### config.mk
export PLATFORM = sky130hd
export DESIGN_NAME = sub_b_deser
export DESIGN_NICKNAME = d
export VERILOG_FILES = /design/src/rtl/sub_b_deser.sv
export SDC_FILE = /design/constraint.sdc
export NUM_CORES = 1
export LEC_CHECK = 0
export CAP_MARGIN = 0
export CORE_MARGIN = 5
export CORE_UTILIZATION = 25
export CTS_BUF_LIST = sky130_fd_sc_hd__clkbuf_4 sky130_fd_sc_hd__clkbuf_8
export DETAILED_ROUTE_END_ITERATION = 6
export PLACE_DENSITY = 0.51
export SYNTH_ARGS = -nofsm -noshare
export SYNTH_HDL_FRONTEND = slang
export SYNTH_SLANG_ARGS = --single-unit
### constraint.sdc
create_clock -name clk -period 3.2 [get_ports clk]
set_input_delay 0.48 -clock clk [delete_from_list [all_inputs] [get_ports clk]]
set_output_delay 0.48 -clock clk [all_outputs]
set_load 0.005 [all_outputs]
### src/rtl/sub_b_deser.sv
// Serial-to-parallel capture stage: assembles MSB-first words from sub_a's
// framed bit stream and queues them in a show-ahead FIFO for top.
module sub_b_deser #(
    parameter int DW    = 8,
    parameter int DEPTH = 4
) (
    input  logic                     clk,
    input  logic                     rst_n,
    input  logic                     sub_a__sub_b__s1,
    input  logic                     ssub_b__sub_b__s1,
    input  logic                     top__sub_b__ready,
    input  logic                     top__sub_b__clr,
    output logic [DW-1:0]            sub_b__top__data,
    output logic                     sub_b__top__valid,
    output logic [$clog2(DEPTH):0]   sub_b__top__level,
    output logic                     sub_b__top__ovf,
    output logic                     sub_b__top__frm_err
);

    localparam int AW = $clog2(DEPTH);
    localparam int CW = $clog2(DW);

    typedef enum logic {IDLE, SHIFT} state_t;

    state_t          state, state_nx;
    logic [CW-1:0]   bit_cnt, bit_cnt_nx;
    // Only the low DW-1 bits are ever shifted up into a word, so the MSB is not stored.
    logic [DW-2:0]   shreg, shreg_nx;
    logic [DW-1:0]   push_word;
    logic            push, frm_set;

    logic [DW-1:0]   mem [DEPTH];
    logic [AW:0]     wr_ptr, rd_ptr, level;
    logic            valid, full, pop, wr_en, ovf_set;
    logic            ovf, frm_err;

    assign push_word = {shreg, sub_a__sub_b__s1};

    always_ff @(posedge clk or negedge rst_n) begin
        if (!rst_n) begin
            state   <= IDLE;
            bit_cnt <= '0;
            shreg   <= '0;
        end else begin
            state   <= state_nx;
            bit_cnt <= bit_cnt_nx;
            shreg   <= shreg_nx;
        end
    end

    always_comb begin
        state_nx   = state;
        bit_cnt_nx = bit_cnt;
        shreg_nx   = shreg;
        push       = 1'b0;
        frm_set    = 1'b0;
        case (state)
            IDLE: begin
                bit_cnt_nx = '0;
                if (ssub_b__sub_b__s1) begin
                    shreg_nx   = push_word[DW-2:0];
                    bit_cnt_nx = CW'(1);
                    state_nx   = SHIFT;
                end
            end
            SHIFT: begin
                if (ssub_b__sub_b__s1) begin
                    shreg_nx = push_word[DW-2:0];
                    if (bit_cnt == CW'(DW - 1)) begin
                        push       = 1'b1;
                        bit_cnt_nx = '0;
                    end else begin
                        bit_cnt_nx = bit_cnt + 1'b1;
                    end
                end else begin
                    frm_set    = (bit_cnt != '0);
                    bit_cnt_nx = '0;
                    state_nx   = IDLE;
                end
            end
            default: state_nx = IDLE;
        endcase
    end

    // A full FIFO still accepts a push when the head is popped in the same cycle.
    assign level   = wr_ptr - rd_ptr;
    assign valid   = (level != '0);
    assign full    = (level == (AW+1)'(DEPTH));
    assign pop     = valid & top__sub_b__ready;
    assign wr_en   = push & (~full | pop);
    assign ovf_set = push & full & ~pop;

    always_ff @(posedge clk) begin
        if (wr_en)
            mem[wr_ptr[AW-1:0]] <= push_word;
    end

    always_ff @(posedge clk or negedge rst_n) begin
        if (!rst_n) begin
            wr_ptr  <= '0;
            rd_ptr  <= '0;
            ovf     <= 1'b0;
            frm_err <= 1'b0;
        end else begin
            if (wr_en)
                wr_ptr <= wr_ptr + 1'b1;
            if (pop)
                rd_ptr <= rd_ptr + 1'b1;
            if (ovf_set)
                ovf <= 1'b1;
            else if (top__sub_b__clr)
                ovf <= 1'b0;
            if (frm_set)
                frm_err <= 1'b1;
            else if (top__sub_b__clr)
                frm_err <= 1'b0;
        end
    end

    assign sub_b__top__data    = valid ? mem[rd_ptr[AW-1:0]] : '0;
    assign sub_b__top__valid   = valid;
    assign sub_b__top__level   = level;
    assign sub_b__top__ovf     = ovf;
    assign sub_b__top__frm_err = frm_err;

endmodule

==> flow_summary.ini <==
[synth]
ys_seq_elements = 51
synth_top_family_by_area = multiplexers
synth_compound_area_share_pct = 2.89
yosysMostFrequentCell = edfxtp_1
syn_avg_cell_area_um2 = 17.1
synth-async-reset-ratio_pct = 37.3
synth-simple-area-share_pct = 6.64
ys_top_cells_by_count = edfxtp_1, dfrtp_1, inv_1, ha_1, nor2b_1
ys_top_cells_by_area = edfxtp_1, dfrtp_1, mux4_2
muxShareOfSynthArea_pct = 13.0
ys_seq_area_share_pct = 66.3
yosysTopAreaCellShare_pct = 44.3
yosys_warnings = 0
syn_nets = 143
synth_ff_type = edfxtp_1
synth_cells = 127
synth_edf_count = 32
yosysTopAreaCell = edfxtp_1
synthXorXnorAreaFrac_pct = 2.77
synth-adder-area-share_pct = 6.12
synth_cell_types = 30
synth_area_mm2 = 0.00217

[pwr]
p_seq_share_pct = 41.6
p_total_mw = 1.96
leakage_nw = 0.983
clkPwrFrac_pct = 22.4
p_int_mw = 1.43
combinationalPowerShare_pct = 36.0
switchingPower_mw = 0.531
swShare_pct = 27.1
powerDensity_mw_per_mm2 = 745
ir_drop_mv = 0.201

[clock_tree]
clk_path_buf_depth = 2
cts_buffers = 5
tritoncts = yes
cts_hold_buf = 0
htree_levels = 2
clock_latency_ns = 0.30
cts.sinks = 51
cts_setup_buffers = 0
clkSlewWorstSetupHoldPaths_ns = 0.09
root_buffer = clkbuf_8

[drt]
drt_first_iter_violations = 49
wl_um = 3800
dr_total_vias = 1113
drc = 0
wl_per_cell_um = 14.4
final_antenna_net_count = 0
drtPass1Iterations = 3
vias_per_cell = 4.23

[critical_path]
cp.arrival_ns = 2.55
worstPathRequired_ns = 2.72
critPathCapture = sub_b__top__data[5]
rr_startpoint = wr_ptr[0]
crit_fanout = 9
critPathKind = reg2out
worstReg2RegEnd = mem[2][0]
end_kind = output port
crit_start = wr_ptr[0]
reg2regPathDepth = 7
reg2reg_slack_ns = 0.60
critPathLaunchType = flop

[layout]
ff_latch_area_mm2 = 0.00144
nets = 170
antenna_cells = 0
nFillCells = 875
areaGrowthSynthToFinish_pct = 21.3
multi_input_area_um2 = 686
drive_gt1_share_pct = 20.6

[floorplanning]
start_util_pct = 25.2
pin_count = 20
rows = 34
chipHeight_um = 103
core_mm2 = 0.00859
dieArea_mm2 = 0.0106
die_w_um = 103

[global_route]
grt_pass1_vias = 1278
gr-total-overflow = 0
gr-usage-all-layers_pct = 7.92
antenna_found_initial = 0
grt_max_degree = 20
grt_pass1_wl_um = 6280

[sta]
period_needed_ns = 3.03
final-hold-violation-count = 0
drv_slew = 0
fmax_ghz = 0.330
finalSetupViolCount = 0
setup_tns_ns = 0
tightest_slew_ns = 0.891
rsz0062_at_grt = false
fin_skew_ns = 0.00855
final.period_utilization_pct = 94.6
slew_headroom_pct = 40.4

[placement]
io_buffers = 19
dpl.hpwl_um = 2680
place.gp.congestion = 0.710

[min_path]
hold_class = reg2reg

[status]
status = finished, final reports clean

[flow_run]
cap_violations = 0
repair_timing:
item	in CTS	in global routing
hold endpoints to repair	0	0
gates resized for setup	1	0
endpoints found under the setup margin	8	0
layout make-up:
class / count / share of cell area [%]
clock buffer: 6 / 2.90
clock inverter: 2 / 1.43
inverter: 10 / 1.43
multi-input combinational: 63 / 26.1
sequential: 51 / 54.6
tap: 108 / 5.14
timing repair buffer: 23 / 8.38
stage by stage:
step | utilization [%] | hold WS [ns] | std cells | cell area [µm²] | setup WS, ns
finish | 30.6 | 0.543 | 263 | 2630 | 0.173
global route | 30.6 | 0.563 | 263 | 2630 | 0.00642
CTS | 30.6 | 0.551 | 263 | 2630 | 0.108
detailed placement | 29.2 | 0.528 | 255 | 2510 | 0.297
global placement | 29.2 | 0.503 | 255 | 2510 | 0.412
floorplan | - | 0.184 | 127 | 2170 | 0.985
placed cells by master (no fill, tap or decap), types with 4 or more instances in the layout:
cell / netlist / layout
dfrtp_1: 19 / 19
inv_1: 10 / 10
mux4_2: 8 / 8
clkbuf_8: 0 / 5
clkdlybuf4s50_1: 0 / 19
ha_1: 9 / 9
mux2_2: 7 / 7
and2_1: 4 / 4
edfxtp_1: 32 / 32
buf_4: 0 / 4
nor2b_1: 9 / 9
registers in the layout, indices dropped and copies added (netlist names):
| name | cells |
|---|---|
| wr_ptr | 3 |
| mem | 32 |
| bit_cnt | 3 |
| rd_ptr | 3 |
| state | 1 |
| shreg | 7 |
| sub_b__top__ovf | 1 |
| sub_b__top__frm_err | 1 |
how the worst min path moves through the flow:
stage	end	start	slack [ns]	cells after the start
final	mem[1][7]	shreg[6]	0.54	0
after global routing	mem[2][7]	shreg[6]	0.56	0
after CTS	mem[2][7]	shreg[6]	0.55	0
after detailed placement	mem[1][5]	shreg[4]	0.53	0
after global placement	rd_ptr[2]	rd_ptr[2]	0.50	1
after floorplan	bit_cnt[0]	rst_n	0.18	0
power by group through the flow:
stage,clock [mW],sequential [mW],combinational [mW]
3_3_place_gp,0,0.826,0.703
2_1_floorplan,0,0.818,0.381
4_1_cts,0.456,0.816,0.726
6_report,0.439,0.815,0.705
3_5_place_dp,0,0.831,0.714
5_1_grt,0.480,0.823,0.773
worst max-delay path, cell delays in order, from the launching register on:
cell and delay [ns]:
dfrtp_1 0.39, inv_1 0.11, ha_1 0.22, fa_1 0.42, xor3_2 0.29, nor2_4 0.27, nor2b_1 0.09, clkdlybuf4s50_1 0.46
per-layer routing:
| layer | vias up | track usage, % | wire [µm] |
|---|---|---|---|
| li1 | 517 | - | - |
| met5 | - | 0 | 0 |
| met4 | 0 | 3.09 | 46 |
| met3 | 6 | 2.23 | 165 |
| met2 | 19 | 13.9 | 1990 |
| met1 | 571 | 9.11 | 1590 |
cells by family after synthesis:
family	Yosys count
simple gates	24
compound gates	7
buf+inv	13
fa+ha+maj	10
xor+xnor	5
mux	17
flops	51
(Power assumes the default switching activity.)
